File: config.mk
export PLATFORM = sky130hd
export DESIGN_NAME = dmem_arbiter_flat
export DESIGN_NICKNAME = d
export VERILOG_FILES = /design/src/rtl/dmem_arbiter_if.sv /design/src/rtl/dmem_arbiter.sv /design/src/flat_wrapper.sv
export SDC_FILE = /design/constraint.sdc
export NUM_CORES = 1
export LEC_CHECK = 0
export CAP_MARGIN = 40
export CORE_AREA = 2 2 120 122
export DETAILED_ROUTE_END_ITERATION = 10
export DIE_AREA = 0 0 122 124
export GPL_ROUTABILITY_DRIVEN = 0
export PLACE_DENSITY_LB_ADDON = 0.15
export SLEW_MARGIN = 20
export SYNTH_ARGS = -nofsm -noshare
export SYNTH_HDL_FRONTEND = slang
export SYNTH_SLANG_ARGS = --single-unit
File: constraint.sdc
create_clock -name clk -period 3.2 [get_ports clk]
set_clock_uncertainty 0.05 [all_clocks]
set_input_delay 0.8 -clock clk [delete_from_list [all_inputs] [get_ports clk]]
set_output_delay 0.8 -clock clk [all_outputs]
set_load 0.02 [all_outputs]
File: src/rtl/dmem_arbiter_if.sv
// Bundle of both requester ports and the TCM command/response bus.
// slave: the arbiter side; master: requesters plus memory environment.
interface dmem_arbiter_if #(
    parameter int DATA_WIDTH = 32,
    parameter int ADDR_WIDTH = 32
);
    localparam int BW = DATA_WIDTH / 8;

    logic                  p0_req_i;
    logic                  p0_we_i;
    logic [ADDR_WIDTH-1:0] p0_addr_i;
    logic [BW-1:0]         p0_be_i;
    logic [DATA_WIDTH-1:0] p0_wdata_i;
    logic                  p0_gnt_o;
    logic                  p0_rvalid_o;
    logic [DATA_WIDTH-1:0] p0_rdata_o;

    logic                  p1_req_i;
    logic                  p1_we_i;
    logic [ADDR_WIDTH-1:0] p1_addr_i;
    logic [BW-1:0]         p1_be_i;
    logic [DATA_WIDTH-1:0] p1_wdata_i;
    logic                  p1_gnt_o;
    logic                  p1_rvalid_o;
    logic [DATA_WIDTH-1:0] p1_rdata_o;

    logic                  mem_req_o;
    logic                  mem_we_o;
    logic [ADDR_WIDTH-1:0] mem_addr_o;
    logic [BW-1:0]         mem_be_o;
    logic [DATA_WIDTH-1:0] mem_wdata_o;
    logic [DATA_WIDTH-1:0] mem_rdata_i;

    modport slave (
        input  p0_req_i, p0_we_i, p0_addr_i, p0_be_i, p0_wdata_i,
        output p0_gnt_o, p0_rvalid_o, p0_rdata_o,
        input  p1_req_i, p1_we_i, p1_addr_i, p1_be_i, p1_wdata_i,
        output p1_gnt_o, p1_rvalid_o, p1_rdata_o,
        output mem_req_o, mem_we_o, mem_addr_o, mem_be_o, mem_wdata_o,
        input  mem_rdata_i
    );

    modport master (
        output p0_req_i, p0_we_i, p0_addr_i, p0_be_i, p0_wdata_i,
        input  p0_gnt_o, p0_rvalid_o, p0_rdata_o,
        output p1_req_i, p1_we_i, p1_addr_i, p1_be_i, p1_wdata_i,
        input  p1_gnt_o, p1_rvalid_o, p1_rdata_o,
        input  mem_req_o, mem_we_o, mem_addr_o, mem_be_o, mem_wdata_o,
        output mem_rdata_i
    );
endinterface

File: src/rtl/dmem_arbiter.sv
// Data TCM arbiter: two requesters, round-robin grant, one command per cycle.
// Responses ride a MEM_LATENCY-deep shift register back to their owner.
module dmem_arbiter #(
    parameter int DATA_WIDTH  = 32,
    parameter int ADDR_WIDTH  = 32,
    parameter int MEM_LATENCY = 1
) (
    input logic           clk,
    input logic           rst,
    dmem_arbiter_if.slave bus
);
    localparam int BW = DATA_WIDTH / 8;

    typedef struct packed {
        logic valid;
        logic owner;
        logic we;
    } rsp_t;

    logic                  last_gnt_q, last_gnt_d;
    rsp_t                  pipe_q [MEM_LATENCY];
    rsp_t                  pipe_d [MEM_LATENCY];
    rsp_t                  head;
    logic                  gnt0, gnt1;
    logic                  cmd_we;
    logic [ADDR_WIDTH-1:0] cmd_addr;
    logic [BW-1:0]         cmd_be;
    logic [DATA_WIDTH-1:0] cmd_wdata;
    logic                  rv0, rv1;

    // last_gnt_q names the port granted most recently; a tie goes to the other.
    always_comb begin
        gnt0 = 1'b0;
        gnt1 = 1'b0;
        if (!rst) begin
            if (bus.p0_req_i && bus.p1_req_i) begin
                gnt0 = last_gnt_q;
                gnt1 = ~last_gnt_q;
            end else begin
                gnt0 = bus.p0_req_i;
                gnt1 = bus.p1_req_i;
            end
        end
    end

    always_comb begin
        last_gnt_d = last_gnt_q;
        if (gnt0) last_gnt_d = 1'b0;
        if (gnt1) last_gnt_d = 1'b1;
    end

    always_comb begin
        cmd_we    = 1'b0;
        cmd_addr  = '0;
        cmd_be    = '0;
        cmd_wdata = '0;
        if (gnt0) begin
            cmd_we    = bus.p0_we_i;
            cmd_addr  = bus.p0_addr_i;
            cmd_be    = bus.p0_be_i;
            cmd_wdata = bus.p0_wdata_i;
        end else if (gnt1) begin
            cmd_we    = bus.p1_we_i;
            cmd_addr  = bus.p1_addr_i;
            cmd_be    = bus.p1_be_i;
            cmd_wdata = bus.p1_wdata_i;
        end
    end

    assign bus.p0_gnt_o    = gnt0;
    assign bus.p1_gnt_o    = gnt1;
    assign bus.mem_req_o   = gnt0 | gnt1;
    assign bus.mem_we_o    = cmd_we;
    assign bus.mem_addr_o  = cmd_addr;
    assign bus.mem_be_o    = cmd_be;
    assign bus.mem_wdata_o = cmd_wdata;

    always_comb begin
        pipe_d[0] = '{valid: gnt0 | gnt1, owner: gnt1, we: cmd_we};
        for (int i = 1; i < MEM_LATENCY; i++) begin
            pipe_d[i] = pipe_q[i-1];
        end
    end

    always_ff @(posedge clk or posedge rst) begin
        if (rst) begin
            last_gnt_q <= 1'b1;
            for (int i = 0; i < MEM_LATENCY; i++) begin
                pipe_q[i] <= '0;
            end
        end else begin
            last_gnt_q <= last_gnt_d;
            pipe_q     <= pipe_d;
        end
    end

    assign head = pipe_q[MEM_LATENCY-1];
    assign rv0  = !rst && head.valid && !head.owner;
    assign rv1  = !rst && head.valid && head.owner;

    assign bus.p0_rvalid_o = rv0;
    assign bus.p1_rvalid_o = rv1;
    assign bus.p0_rdata_o  = (rv0 && !head.we) ? bus.mem_rdata_i : '0;
    assign bus.p1_rdata_o  = (rv1 && !head.we) ? bus.mem_rdata_i : '0;

    a_one_gnt: assert property (@(posedge clk) disable iff (rst)
        !(gnt0 && gnt1));
    a_one_rv: assert property (@(posedge clk) disable iff (rst)
        !(rv0 && rv1));
    a_rv0_src: assert property (@(posedge clk) disable iff (rst)
        rv0 |-> $past(gnt0, MEM_LATENCY));
    a_rv1_src: assert property (@(posedge clk) disable iff (rst)
        rv1 |-> $past(gnt1, MEM_LATENCY));
endmodule

File: src/flat_wrapper.sv
// flat-port wrapper written by rule: the top's interface ports become plain ports
module dmem_arbiter_flat 
#(
    parameter int DATA_WIDTH  = 32,
    parameter int ADDR_WIDTH  = 32,
    parameter int MEM_LATENCY = 1
)
  (clk, rst, bus_p0_req_i, bus_p0_we_i, bus_p0_addr_i, bus_p0_be_i, bus_p0_wdata_i, bus_p0_gnt_o, bus_p0_rvalid_o, bus_p0_rdata_o, bus_p1_req_i, bus_p1_we_i, bus_p1_addr_i, bus_p1_be_i, bus_p1_wdata_i, bus_p1_gnt_o, bus_p1_rvalid_o, bus_p1_rdata_o, bus_mem_req_o, bus_mem_we_o, bus_mem_addr_o, bus_mem_be_o, bus_mem_wdata_o, bus_mem_rdata_i);
  dmem_arbiter_if #(.DATA_WIDTH(DATA_WIDTH), .ADDR_WIDTH(ADDR_WIDTH)) bus_i ();
  input logic clk;
  input logic rst;
  input wire logic [$bits(bus_i.p0_req_i)-1:0] bus_p0_req_i;
  input wire logic [$bits(bus_i.p0_we_i)-1:0] bus_p0_we_i;
  input wire logic [$bits(bus_i.p0_addr_i)-1:0] bus_p0_addr_i;
  input wire logic [$bits(bus_i.p0_be_i)-1:0] bus_p0_be_i;
  input wire logic [$bits(bus_i.p0_wdata_i)-1:0] bus_p0_wdata_i;
  output wire logic [$bits(bus_i.p0_gnt_o)-1:0] bus_p0_gnt_o;
  output wire logic [$bits(bus_i.p0_rvalid_o)-1:0] bus_p0_rvalid_o;
  output wire logic [$bits(bus_i.p0_rdata_o)-1:0] bus_p0_rdata_o;
  input wire logic [$bits(bus_i.p1_req_i)-1:0] bus_p1_req_i;
  input wire logic [$bits(bus_i.p1_we_i)-1:0] bus_p1_we_i;
  input wire logic [$bits(bus_i.p1_addr_i)-1:0] bus_p1_addr_i;
  input wire logic [$bits(bus_i.p1_be_i)-1:0] bus_p1_be_i;
  input wire logic [$bits(bus_i.p1_wdata_i)-1:0] bus_p1_wdata_i;
  output wire logic [$bits(bus_i.p1_gnt_o)-1:0] bus_p1_gnt_o;
  output wire logic [$bits(bus_i.p1_rvalid_o)-1:0] bus_p1_rvalid_o;
  output wire logic [$bits(bus_i.p1_rdata_o)-1:0] bus_p1_rdata_o;
  output wire logic [$bits(bus_i.mem_req_o)-1:0] bus_mem_req_o;
  output wire logic [$bits(bus_i.mem_we_o)-1:0] bus_mem_we_o;
  output wire logic [$bits(bus_i.mem_addr_o)-1:0] bus_mem_addr_o;
  output wire logic [$bits(bus_i.mem_be_o)-1:0] bus_mem_be_o;
  output wire logic [$bits(bus_i.mem_wdata_o)-1:0] bus_mem_wdata_o;
  input wire logic [$bits(bus_i.mem_rdata_i)-1:0] bus_mem_rdata_i;
  assign bus_i.p0_req_i = bus_p0_req_i;
  assign bus_i.p0_we_i = bus_p0_we_i;
  assign bus_i.p0_addr_i = bus_p0_addr_i;
  assign bus_i.p0_be_i = bus_p0_be_i;
  assign bus_i.p0_wdata_i = bus_p0_wdata_i;
  assign bus_p0_gnt_o = bus_i.p0_gnt_o;
  assign bus_p0_rvalid_o = bus_i.p0_rvalid_o;
  assign bus_p0_rdata_o = bus_i.p0_rdata_o;
  assign bus_i.p1_req_i = bus_p1_req_i;
  assign bus_i.p1_we_i = bus_p1_we_i;
  assign bus_i.p1_addr_i = bus_p1_addr_i;
  assign bus_i.p1_be_i = bus_p1_be_i;
  assign bus_i.p1_wdata_i = bus_p1_wdata_i;
  assign bus_p1_gnt_o = bus_i.p1_gnt_o;
  assign bus_p1_rvalid_o = bus_i.p1_rvalid_o;
  assign bus_p1_rdata_o = bus_i.p1_rdata_o;
  assign bus_mem_req_o = bus_i.mem_req_o;
  assign bus_mem_we_o = bus_i.mem_we_o;
  assign bus_mem_addr_o = bus_i.mem_addr_o;
  assign bus_mem_be_o = bus_i.mem_be_o;
  assign bus_mem_wdata_o = bus_i.mem_wdata_o;
  assign bus_i.mem_rdata_i = bus_mem_rdata_i;
  dmem_arbiter #(.DATA_WIDTH(DATA_WIDTH), .ADDR_WIDTH(ADDR_WIDTH), .MEM_LATENCY(MEM_LATENCY)) u_core (.clk(clk), .rst(rst), .bus(bus_i));
endmodule
[After elaboration in Yosys (flattened, before gate mapping)]
Cells that the tools add are included.
Operators by class
  add/subtract/negate cells: 0
  $mul: 0
  div/mod/pow operators: 0
  magnitude comparators: 0
  equal/unequal tests: 0
  shifts and indexed selects: 0
  muxes and demuxes: 16
  bitwise gates (word level): 2
  reduce and logical (&&, ||, !) cells: 10
Operators by type and width (count)
  32-bit 2-to-1 mux: 6
  1-bit 2-to-1 mux: 8
  4-bit 2-to-1 mux: 2
  1-bit logical AND: 6
  1-bit zero test: 3
  2-bit nonzero test: 1
  1-bit NOT: 1
  1-bit OR: 1
Word-level totals
  bits in registers: 4
  bits in latches: 0
  bits in writable memories: 0
  memory bits (read-only): 0
  output and inout port bits: 138
  word-level logic and storage cells: 32
  memories kept: 0

[Depth between registers and ports, before layout]
  word-level depth: 5
  depth in mapped cells: 5
  gate-level depth less buffers: 3

[Worst setup path after synthesis]
OpenSTA, ideal clock, no wires.
  path kind: input to output
  start: input bus_p0_req_i
  end: output bus_mem_we_o
  arrival time: 1689 ps
  required time: 2350 ps
  path slack: 661 ps
  cell stages on the path: 5
  path buffers: 2
  path through: buf_6 > a21boi_2 > buf_2 > a32oi_1 > nor2_1
On the way
  cells in the longest elaborated chain, start to end: 5
  elaborated cells between the ends (all ways): 7
  classes of those cells: 6 x mux; 1 x reduce/logical
RTL lines
  start, declared: line flat_wrapper.sv:12  | input wire logic [$bits(bus_i.p0_req_i)-1:0] bus_p0_req_i;
  1-bit logical AND: line dmem_arbiter.sv:36  | if (bus.p0_req_i && bus.p1_req_i) begin
  1-bit 2-to-1 mux: line dmem_arbiter.sv:36
  1-bit 2-to-1 mux: line dmem_arbiter.sv:35  | if (!rst) begin
  1-bit 2-to-1 mux: line dmem_arbiter.sv:62  | end else if (gnt1) begin
  1-bit 2-to-1 mux *: line dmem_arbiter.sv:57  | if (gnt0) begin
  end, declared: line flat_wrapper.sv:29  | output wire logic [$bits(bus_i.mem_we_o)-1:0] bus_mem_we_o;
Mark *: on every way between the ends. The rest lies on a longest branch, timed or not.

[Final worst setup path]
  start: input bus_p1_req_i
  end: output bus_mem_wdata_o[10]
On the way
  cells in the longest elaborated chain, start to end: 5
  elaborated cells between the ends (all ways): 7
  classes of those cells: 6 x mux; 1 x reduce/logical
RTL lines
  start, declared: line flat_wrapper.sv:20  | input wire logic [$bits(bus_i.p1_req_i)-1:0] bus_p1_req_i;
  1-bit logical AND: line dmem_arbiter.sv:36
  1-bit 2-to-1 mux: line dmem_arbiter.sv:36
  1-bit 2-to-1 mux: line dmem_arbiter.sv:35
  32-bit 2-to-1 mux: line dmem_arbiter.sv:62
  32-bit 2-to-1 mux *: line dmem_arbiter.sv:57
  end, declared: line flat_wrapper.sv:32  | output wire logic [$bits(bus_i.mem_wdata_o)-1:0] bus_mem_wdata_o;
Marks and branches as above.

==> impl_metrics.json <==
{
  "status": "finished clean",
  "crit_fanout": 36,
  "cts_buffer_depth": 2,
  "final-hold-violation-count": 0,
  "routed_wl_um": 11400,
  "drive_gt1_frac": 0.159,
  "drc": 0,
  "fin_tns_setup_ps": 0,
  "fmax_ghz": 0.321,
  "timing_max_transition_violations_final": 0,
  "synth_cell_type_count": 17,
  "tritoncts": "done",
  "path_class": "primary input to output port",
  "die_y_um": 124,
  "grt_use_total": 0.133,
  "pwr_density_cell_nw_per_um2": 207,
  "synth_top_family_by_area": "simple AND/OR/NAND/NOR gates",
  "synth-compound-area-share": 0.361,
  "cts-hold-fix-buffers": 0,
  "cts.htree.levels": 1,
  "grt_pass1_wl_um": 16400,
  "area_growth_pct": 178,
  "dp_hpwl_um": 9250,
  "irDropWorstVdd_mv": 0.112,
  "p_leak_nw": 1.95,
  "grt_max_degree": 71,
  "synthAdderAreaFrac": 0,
  "antenna_left": 0,
  "fin_hold_ws_ps": 541,
  "worst_pin_slew_ps": 465,
  "maxSlewHeadroom": 0.690,
  "start_util": 0.127,
  "synth_seq_cells": 4,
  "synthMuxAreaShare": 0,
  "fin_crit_ps": 3120,
  "rows": 43,
  "synthCells": 293,
  "cts-buffers-inserted": 3,
  "syn-cell-area_um2": 1740,
  "overflow": 0,
  "core_um2": 13700,
  "crit_arrival_ps": 2270,
  "grt_pass1_vias": 3238,
  "hold_path.class": "flip-flop to flip-flop",
  "finalSetupViolations": 0,
  "placedInstanceArea_um2": 5030,
  "regToRegSetupSlack_ps": 1780,
  "dieWidth_um": 122,
  "synth_nets": 467,
  "detail_route.wl_per_cell_um": 15.0,
  "ys_seq_area_frac": 0.0584,
  "maxCapViolCount": 0,
  "routed_via_density": 4.33,
  "io_buffers": 311,
  "rsz0062_at_grt": "no",
  "avgSynthCellArea_um2": 5.93,
  "synth_xor_area_frac": 0,
  "drt_iter0_markers": 100,
  "pin_count": 312,
  "root_buffer": "clkbuf_16",
  "clk_latency_ps": 220,
  "antenna_cells": 0,
  "yosys.area_share.simple": 0.434,
  "power.total_mw": 1.00,
  "stdcell_area_um2": 4830,
  "crit_path_start_kind": "primary input",
  "antenna_found_initial": 0,
  "dr.pass1.iters": 4,
  "nNetsFinal": 759,
  "end_kind": "output port",
  "cts.sinks": 4,
  "die_area_um2": 15100,
  "clk_pin_slew_worst_paths_ps": 30,
  "routed-via-count": 3311,
  "fin_crit_sh": 0.974,
  "yosys_warnings": 0,
  "cp.required_ps": 2350
}
cells by family (layout without fill, tap and decap cells):
group,count (synthesis),in the layout
AND/OR/NAND/NOR,174,174
flip-flops,4,4
buffers and inverters,43,334
AO/OA/AOI/OAI,72,72
timing repair:
item / in CTS / in global routing
gates resized for setup: 73 / 132
endpoints found under the setup margin: 70 / 71
buffers inserted: 0 / 0
sequential cells by signal, summed over array words and instances (netlist names):
register / flops
u_core.head: 3
u_core.last_gnt_q: 1
layout by cell type (no fill, tap or decap):
master	instances
and3_1	1
clkbuf_16	3
a32oi_1	67
a21oi_1	1
nand2b_2	1
clkdlybuf4s50_1	235
buf_12	7
a32oi_2	2
inv_2	3
nor2_1	133
clkbuf_1	1
nor2b_4	1
buf_4	10
dfrtp_1	3
buf_6	1
dlymetal6s2s_1	2
clkbuf_2	61
nand2b_1	32
nor3_1	2
a31oi_1	1
dlygate4sd2_1	1
nand2_1	3
a21boi_4	1
and2_1	1
dfstp_2	1
buf_2	2
clkdlybuf4s15_1	8
worst paths after layout:
kind                       cells past startpoint              start                   to
max                                            7       bus_p1_req_i  bus_mem_wdata_o[10]
min                                            1  u_core.last_gnt_q    u_core.last_gnt_q
max reg2reg                                    4  u_core.last_gnt_q       u_core.head[0]
min reg2reg                                    1  u_core.last_gnt_q    u_core.last_gnt_q
max in group asynchronous                      4                rst       u_core.head[0]
min in group asynchronous                      4                rst       u_core.head[2]
layout make-up:
| class | count | area, um^2 |
|---|---|---|
| multi-input combinational | 246 | 1410 |
| tap | 180 | 225 |
| sequential | 4 | 101 |
| fill | 1469 | 8890 |
| timing repair buffer | 327 | 3010 |
| inverter | 3 | 11.3 |
| clock buffer | 4 | 78.8 |
per-stage QoR:
stage | setup slack [ps] | util | instances
6_report | 83.3 | 0.352 | 764
5_1_grt | 1.03 | 0.352 | 764
4_1_cts | 7.31 | 0.367 | 764
3_5_place_dp | -243 | 0.367 | 760
3_3_place_gp | -249 | 0.367 | 760
2_1_floorplan | 661 | - | 293
cells in the mapped netlist, drive strengths merged:
library cell,count,area share
a21boi,1,0.0065
and2,1,0.0036
a32oi,69,0.35
and3,1,0.0036
dfrtp,3,0.043
nand2,3,0.0065
nor3,2,0.0058
a21oi,1,0.0029
clkbuf,10,0.022
dfstp,1,0.015
a31oi,1,0.0036
nand2b,33,0.12
buf,30,0.12
nor2b,1,0.0079
inv,3,0.0065
nor2,133,0.29
per-layer routing:
layer / up-vias / track usage / share of wire
li1: 1638 / - / -
met2: 197 / 0.268 / 0.52
met1: 1464 / 0.135 / 0.35
met4: 0 / 0.0316 / 0.015
met3: 12 / 0.0371 / 0.11
met5: - / 0 / 0
critical path, stage by stage:
cell and delay (ps):
clkdlybuf4s50_1 480, buf_4 120, nand2b_2 110, buf_12 190, a32oi_1 200, nor2_1 60, clkdlybuf4s15_1 290
power breakdown:
part           leakage (nW)  switching [mW]  internal (mW)  total, mW
logic                  1.87           0.352          0.378      0.730
registers            0.0493         0.00935         0.0579     0.0672
clock network        0.0382          0.0387          0.165      0.204
Note: power is estimated with default switching activity, not from simulation.
